--- src/rtl/otter_pkg.sv ---
// Shared types for the OTTER memory stage: access sizes, sequencer states, datapath width.
package otter_pkg;

    localparam int WORD_W = 32;

    typedef enum logic [1:0] {
        BYTE    = 2'b00,
        HALF    = 2'b01,
        WORD    = 2'b10,
        ILLEGAL = 2'b11
    } mem_size_t;

    typedef enum logic [1:0] {
        IDLE = 2'b00,
        REQ  = 2'b01,
        RESP = 2'b10
    } dmem_state_t;

endpackage

--- src/rtl/dmem_lane_align.sv ---
// Byte-lane steering for data memory: byte enables, store replication,
// alignment check and load extraction with sign/zero extension.
module dmem_lane_align
    import otter_pkg::*;
(
    input  logic [1:0]        addr_lo,
    input  logic [1:0]        size,
    input  logic              zext,
    input  logic [WORD_W-1:0] wdata_in,
    input  logic [WORD_W-1:0] rdata_in,
    output logic [3:0]        be,
    output logic [WORD_W-1:0] wdata_out,
    output logic [WORD_W-1:0] rdata_out,
    output logic              misalign
);

    logic [7:0]  byte_sel;
    logic [15:0] half_sel;

    assign byte_sel = rdata_in[{addr_lo, 3'b000} +: 8];
    assign half_sel = rdata_in[{addr_lo[1], 4'b0000} +: 16];

    always_comb begin
        be        = 4'b0000;
        wdata_out = wdata_in;
        rdata_out = rdata_in;
        misalign  = 1'b0;
        case (mem_size_t'(size))
            BYTE: begin
                be        = 4'b0001 << addr_lo;
                wdata_out = {4{wdata_in[7:0]}};
                rdata_out = {{24{byte_sel[7] & ~zext}}, byte_sel};
            end
            HALF: begin
                be        = 4'b0011 << {addr_lo[1], 1'b0};
                wdata_out = {2{wdata_in[15:0]}};
                rdata_out = {{16{half_sel[15] & ~zext}}, half_sel};
                misalign  = addr_lo[0];
            end
            WORD: begin
                be       = 4'b1111;
                misalign = |addr_lo;
            end
            default: begin
                misalign = 1'b1;
            end
        endcase
    end

endmodule

--- src/rtl/dmem_stage_ctrl.sv ---
// Memory-stage sequencer: issues data-memory requests, stalls the pipeline
// until the access completes or times out, and returns extended load data.
//
// Bus handshake: DMEM_REQ is valid, DMEM_GNT is ready; a request transfers in
// the cycle both are high, and ADDR/BE/WDATA/WE hold stable while REQ waits.
// A read then completes in the first cycle DMEM_RVALID is high.
module dmem_stage_ctrl
    import otter_pkg::*;
#(
    parameter int TIMEOUT = 64,
    parameter int CNT_W   = 7
) (
    input  logic              CLK,
    input  logic              RST_N,
    input  logic              ValidM,
    input  logic              MemReadM,
    input  logic              MemWriteM,
    input  logic [WORD_W-1:0] ALUResultM,
    input  logic [WORD_W-1:0] WriteDataM,
    input  logic [1:0]        MemSizeM,
    input  logic              MemSignM,
    output logic              DMEM_REQ,
    output logic              DMEM_WE,
    output logic [WORD_W-1:0] DMEM_ADDR,
    output logic [3:0]        DMEM_BE,
    output logic [WORD_W-1:0] DMEM_WDATA,
    input  logic              DMEM_GNT,
    input  logic              DMEM_RVALID,
    input  logic [WORD_W-1:0] DMEM_RDATA,
    output logic              StallM,
    output logic [WORD_W-1:0] ReadDataM,
    output logic              MisalignM,
    output logic              TimeoutM,
    output logic [1:0]        dbg_state
);

    localparam logic [CNT_W-1:0] CNT_LAST = CNT_W'(TIMEOUT - 1);

    dmem_state_t       state_q, state_d;
    logic [CNT_W-1:0]  cnt_q, cnt_d;
    logic [WORD_W-1:0] addr_q, addr_d;
    logic [WORD_W-1:0] wdata_q, wdata_d;
    logic [WORD_W-1:0] rdata_q, rdata_d;
    logic [1:0]        size_q, size_d;
    logic              sign_q, sign_d;
    logic              we_q, we_d;

    logic              access, is_wr, bad, start;
    logic [WORD_W-1:0] sel_addr, sel_wdata;
    logic [1:0]        sel_size;
    logic              sel_sign, sel_we;
    logic [3:0]        lane_be;
    logic [WORD_W-1:0] lane_wdata, lane_rdata;

    logic              req, done, stall, mis, tmo;
    logic [WORD_W-1:0] rd_out;

    // Load wins when both read and write are flagged.
    assign is_wr  = MemWriteM & ~MemReadM;
    assign access = ValidM & (MemReadM | MemWriteM);
    assign start  = access & ~bad;

    // IDLE issues straight from the pipeline register; later states replay the latched copy.
    always_comb begin
        if (state_q == IDLE) begin
            sel_addr  = ALUResultM;
            sel_wdata = WriteDataM;
            sel_size  = MemSizeM;
            sel_sign  = MemSignM;
            sel_we    = is_wr;
        end else begin
            sel_addr  = addr_q;
            sel_wdata = wdata_q;
            sel_size  = size_q;
            sel_sign  = sign_q;
            sel_we    = we_q;
        end
    end

    dmem_lane_align u_align (
        .addr_lo   (sel_addr[1:0]),
        .size      (sel_size),
        .zext      (sel_sign),
        .wdata_in  (sel_wdata),
        .rdata_in  (DMEM_RDATA),
        .be        (lane_be),
        .wdata_out (lane_wdata),
        .rdata_out (lane_rdata),
        .misalign  (bad)
    );

    always_comb begin
        state_d = state_q;
        cnt_d   = cnt_q;
        addr_d  = addr_q;
        wdata_d = wdata_q;
        size_d  = size_q;
        sign_d  = sign_q;
        we_d    = we_q;
        rdata_d = rdata_q;
        rd_out  = rdata_q;
        req     = 1'b0;
        done    = 1'b0;
        stall   = 1'b0;
        mis     = 1'b0;
        tmo     = 1'b0;
        case (state_q)
            IDLE: begin
                mis = access & bad;
                if (mis) begin
                    rdata_d = '0;
                    rd_out  = '0;
                end
                if (start) begin
                    addr_d  = ALUResultM;
                    wdata_d = WriteDataM;
                    size_d  = MemSizeM;
                    sign_d  = MemSignM;
                    we_d    = is_wr;
                    req     = 1'b1;
                    if (DMEM_GNT) begin
                        if (is_wr) begin
                            done = 1'b1;
                        end else begin
                            state_d = RESP;
                            cnt_d   = '0;
                        end
                    end else begin
                        state_d = REQ;
                        cnt_d   = '0;
                    end
                    stall = ~done;
                end
            end
            REQ: begin
                req = 1'b1;
                if (DMEM_GNT) begin
                    if (we_q) begin
                        done    = 1'b1;
                        state_d = IDLE;
                    end else begin
                        state_d = RESP;
                        cnt_d   = '0;
                    end
                end else if (cnt_q == CNT_LAST) begin
                    tmo     = 1'b1;
                    state_d = IDLE;
                    rdata_d = '0;
                    rd_out  = '0;
                end else begin
                    cnt_d = cnt_q + CNT_W'(1);
                end
                stall = ~done & ~tmo;
            end
            RESP: begin
                if (DMEM_RVALID) begin
                    done    = 1'b1;
                    state_d = IDLE;
                    rdata_d = lane_rdata;
                    rd_out  = lane_rdata;
                end else if (cnt_q == CNT_LAST) begin
                    tmo     = 1'b1;
                    state_d = IDLE;
                    rdata_d = '0;
                    rd_out  = '0;
                end else begin
                    cnt_d = cnt_q + CNT_W'(1);
                end
                stall = ~done & ~tmo;
            end
            default: begin
                state_d = IDLE;
            end
        endcase
    end

    always_ff @(posedge CLK or negedge RST_N) begin
        if (!RST_N) begin
            state_q <= IDLE;
            cnt_q   <= '0;
            addr_q  <= '0;
            wdata_q <= '0;
            size_q  <= 2'b00;
            sign_q  <= 1'b0;
            we_q    <= 1'b0;
            rdata_q <= '0;
        end else begin
            state_q <= state_d;
            cnt_q   <= cnt_d;
            addr_q  <= addr_d;
            wdata_q <= wdata_d;
            size_q  <= size_d;
            sign_q  <= sign_d;
            we_q    <= we_d;
            rdata_q <= rdata_d;
        end
    end

    // Control outputs are forced low while reset is asserted, even from the combinational IDLE path.
    assign DMEM_REQ   = RST_N & req;
    assign DMEM_WE    = RST_N & req & sel_we;
    assign DMEM_ADDR  = {sel_addr[WORD_W-1:2], 2'b00};
    assign DMEM_BE    = lane_be;
    assign DMEM_WDATA = lane_wdata;
    assign StallM     = RST_N & stall;
    assign MisalignM  = RST_N & mis;
    assign TimeoutM   = RST_N & tmo;
    assign ReadDataM  = RST_N ? rd_out : '0;
    assign dbg_state  = state_q;

endmodule

--- config.mk ---
export PLATFORM = sky130hd
export DESIGN_NAME = dmem_stage_ctrl
export DESIGN_NICKNAME = d
export VERILOG_FILES = /design/src/rtl/otter_pkg.sv /design/src/rtl/dmem_lane_align.sv /design/src/rtl/dmem_stage_ctrl.sv
export SDC_FILE = /design/constraint.sdc
export NUM_CORES = 1
export LEC_CHECK = 0
export BUFFER_PORTS_ARGS = -buffer_cell sky130_fd_sc_hd__buf_2
export CORE_ASPECT_RATIO = 1.25
export CORE_MARGIN = 8
export CORE_UTILIZATION = 47
export DETAILED_ROUTE_END_ITERATION = 6
export PLACE_DENSITY = 0.82
export REMOVE_ABC_BUFFERS = 1
export SLEW_MARGIN = 40
export SYNTH_ARGS = -nofsm -noshare
export SYNTH_HDL_FRONTEND = slang
export SYNTH_SLANG_ARGS = --single-unit
--- constraint.sdc ---
create_clock -name CLK -period 2.5 [get_ports CLK]
set_input_delay 0.25 -clock CLK [delete_from_list [all_inputs] [get_ports CLK]]
set_output_delay 0.25 -clock CLK [all_outputs]
set_load 0.02 [all_outputs]
==> run_results.csv <==
group,metric,value,unit
outcome,status,"finished with violations",
critical_path,rr_startpoint,"dbg_state[1]",
floorplanning,core-area,14300,um2
timing,fmax,320,MHz
critical_path,arrival,2.87,ns
synthesis,synth_warnings,0,
critical_path,critPathCaptureType,"output pin",
critical_path,crit_slowest_cell,"dfrtp_1",
layout,final_nets,1121,
synthesis,syn_inst,707,
pwr,pwr-share-comb,0.720,
synthesis,synth_top_family_by_area,"compound AO/OA/AOI/OAI gates",
detailed_routing,wl_per_cell,25.6,um
floorplanning,die_area,18800,um2
synthesis,synth_xor_area_frac,0,
synthesis,synthesis.area,6890,um2
placement,io_buffers,210,
outcome,failed_checks,"setup timing",
grt,antenna_found_initial,1,
grt,grt_pass1_wl,40800,um
run,drv_cap,0,
synthesis,ys_seq_area_frac,0.396,
min_path,hold_end,"addr_q[26]",
layout,num_antenna_cells,0,
detailed_routing,viasPerCell,6.54,
critical_path,reg2reg_depth,12,
grt,grt-ovfl-total,0,
pwr,p_sw_frac,0.462,
pwr,seq_power_share,0.187,
critical_path,cp_common_cell,"buf_4",
placement,hpwlAfterDp,17200,um
floorplanning,row_count,49,
critical_path,ff2ff_setup_slack,-0.33,ns
clocking,cts.sinks,109,
clocking,cts_buffers,9,
detailed_routing,initialDrtViolationCount,860,
layout,syn_to_final_growth,60.6,%
synthesis,synth.area.mux_share,0.206,
synthesis,synth_compound_area_frac,0.239,
layout,final_util,0.772,
clocking,path_clk_slew,0.09,ns
synthesis,synthAdderAreaFrac,0.00907,
clocking,root_buffer,"clkbuf_16",
floorplanning,die_w,124,um
synthesis,synthFlopType,"dfrtp_1",
critical_path,cp.required,2.25,ns
pwr,power.density_cell_area,1470,nW/um2
synthesis,synth_cell_types,66,
detailed_routing,ant_nets,0,
timing,relSlewSlack,0.310,
detailed_routing,drc_errors,0,
critical_path,crit_path_max_fanout,8,
grt,grt_max_degree,54,
synthesis,synth-edff-count,0,
floorplanning,initial_core_util,0.481,
timing,min_period,3.12,ns
min_path,hold_depth,2,
floorplanning,io-pin-count,213,
timing,setup_viol,99,
pwr,p_int,0.00877,W
critical_path,start_kind,"register",
detailed_routing,drt_wl_total,30600,um
pwr,netSwitchingPower,0.00753,W
grt,grt_pass1_vias,7751,
timing,hold_viol_final,0,
placement,gp_congestion,0.907,
synthesis,synth-seq-cells,109,
pwr,total_power,0.0163,W
synthesis,async_flop_share,1.00,
detailed_routing,drt-pass1-iter-count,7,
grt,grtUsageTotal,0.268,
min_path,hp-start,"ALUResultM[26]",
timing,min_period_over_period,1.25,
floorplanning,die_h,151,um
detailed_routing,vias,7800,
critical_path,cp_cell_sequence,"inv_2 -> ha_4 -> mux2i_4 -> buf_4 -> a211oi_1 -> o21bai_2 -> buf_4 -> o21ai_1 -> a31oi_1 -> buf_4",
pwr,p_clk_frac,0.093,
timing,rsz0062_at_grt,"yes",
timing,drv_slew,0,
critical_path,r2r_end,"cnt_q[5]",
timing,worst_slew_pin_slew,1.03,ns
clocking,h-tree-depth,3,
layout,drive_gt1_frac,0.577,
layout,fill_cells,871,
clocking,clk_path_buf_depth,2,
critical_path,crit_family,"compound AO/OA/AOI/OAI gates",
placement,post-place-ws,-0.173,ns
critical_path,max_stage_delay,0.40,ns
timing,worst_slack,-0.623,ns
critical_path,crit_buf_inv,4,
synthesis,synth-simple-area-share,0.107,
critical_path,worstSetupPathType,"reg2out",
timing,clock_skew,0.0152,ns
clocking,insertion_delay,0.37,ns
synthesis,syn_area_per_cell,9.75,um2
pwr,max-vdd-ir-drop,0.00107,V
clocking,tritoncts,"done",
min_path,worstHoldPathType,"in2reg",
pwr,p_leak,4.92,nW
-- cell usage in the layout (no fill, tap or decap), types with 12 or more instances in the layout --
| cell type | instances |
|---|---|
| o2bb2ai_1 | 25 |
| o211ai_1 | 18 |
| mux2_2 | 41 |
| buf_12 | 15 |
| buf_6 | 46 |
| o22ai_4 | 16 |
| buf_4 | 104 |
| dfrtp_1 | 109 |
| a21oi_1 | 38 |
| o21ai_1 | 12 |
| a21oi_2 | 13 |
| o21ai_0 | 37 |
| mux2_4 | 70 |
| clkbuf_16 | 16 |
| buf_2 | 167 |
| nand2_1 | 56 |
| nor2_1 | 27 |
| o22ai_1 | 15 |
-- cell families after synthesis --
family	Yosys count
compound gates	252
simple gates	151
mux	126
flops	109
buf+inv	63
fa+ha+maj	5
other cells	1
-- layout make-up --
type	count	area (um2)	share of cell area
flip-flops and latches	109	2730	0.246
repair buffers	347	2820	0.255
clock inverters	6	62.6	0.00565
clock buffers	10	239	0.0216
multi-input cells	536	4970	0.449
well taps	178	223	0.0201
inverters	7	26.3	0.00237
-- sequential cells by signal, indices dropped and copies added (netlist names) --
name,count
wdata_q,32
we_q,1
addr_q,32
cnt_q,7
rdata_q,32
size_q,2
sign_q,1
dbg_state,2
-- power groups by stage --
stage               logic, W  registers [W]  clock network (W)
finish                0.0117        0.00305            0.00151
global route          0.0123        0.00311            0.00159
CTS                  0.00934        0.00295            0.00150
detailed placement   0.00799        0.00295                  0
global placement     0.00784        0.00288                  0
floorplan            0.00502        0.00285                  0
-- routing by layer --
metal / part of all wire / track usage
met1: 0.35 / 0.292
met2: 0.50 / 0.460
met3: 0.098 / 0.0802
met4: 0.056 / 0.153
met5: 0.00043 / 0
-- synthesized netlist by cell type (2+ instances only) --
| master | count | area, um2 |
|---|---|---|
| dfrtp_1 | 109 | 2730 |
| inv_1 | 6 | 22.5 |
| o211ai_1 | 18 | 135 |
| o221ai_1 | 6 | 52.6 |
| o21ai_1 | 3 | 15.0 |
| or3b_2 | 2 | 17.5 |
| o31ai_1 | 2 | 15.0 |
| nor3_1 | 7 | 35.0 |
| o22ai_1 | 33 | 206 |
| a22o_1 | 7 | 61.3 |
| buf_2 | 22 | 110 |
| o2bb2ai_1 | 25 | 219 |
| mux2_2 | 110 | 1240 |
| ha_1 | 5 | 62.6 |
| a31oi_1 | 15 | 93.8 |
| a21o_1 | 3 | 22.5 |
| nand3_1 | 11 | 55.1 |
| a32oi_1 | 6 | 52.6 |
| a211oi_1 | 4 | 30.0 |
| o21bai_1 | 2 | 15.0 |
| a21oi_1 | 56 | 280 |
| a2bb2oi_1 | 4 | 35.0 |
| buf_6 | 2 | 22.5 |
| and2_1 | 9 | 56.3 |
| nor2b_1 | 6 | 37.5 |
| nor2_1 | 35 | 131 |
| o21ai_0 | 52 | 260 |
| mux2i_1 | 13 | 130 |
| nand2_1 | 56 | 210 |
| clkbuf_1 | 27 | 101 |
| nand2b_1 | 4 | 25.0 |
| buf_4 | 4 | 30.0 |
| o41ai_1 | 4 | 35.0 |
| nor4_1 | 3 | 18.8 |
| nand3b_1 | 5 | 37.5 |
-- per-stage QoR --
step | setup TNS [ns] | std cells | instance area, um2 | hold WS [ns]
floorplan | -710.28 | 652 | 6630 | -0.0456
global placement | -1.89 | 1106 | 8530 | 0.0843
detailed placement | -3.76 | 1106 | 8530 | 0.0861
CTS | -11.65 | 1162 | 9700 | 0.117
global route | -28.25 | 1193 | 11100 | 0.114
finish | -20.55 | 1193 | 11100 | 0.126
-- timing repair --
item | CTS | global route
hold buffers | 1 | 0
gates resized for setup | 115 | 226
setup endpoints to repair | 147 | 134
cloned | 5 | 9
buffers inserted | 35 | 30
pin swaps | 36 | 37
endpoints found under the hold margin | 31 | 0
-- worst max path at each step --
stage / slack (ns) / startpoint / cells after the start / to
after floorplan: -6.32 / dbg_state[0] / 7 / DMEM_WE
after CTS: -0.29 / dbg_state[1] / 10 / ReadDataM[4]
after global placement: -0.15 / dbg_state[0] / 8 / ReadDataM[11]
after global routing: -0.76 / dbg_state[1] / 10 / ReadDataM[5]
after detailed placement: -0.17 / dbg_state[0] / 8 / ReadDataM[11]
final: -0.62 / dbg_state[1] / 10 / ReadDataM[5]
Note: power is estimated with default switching activity, not from simulation.
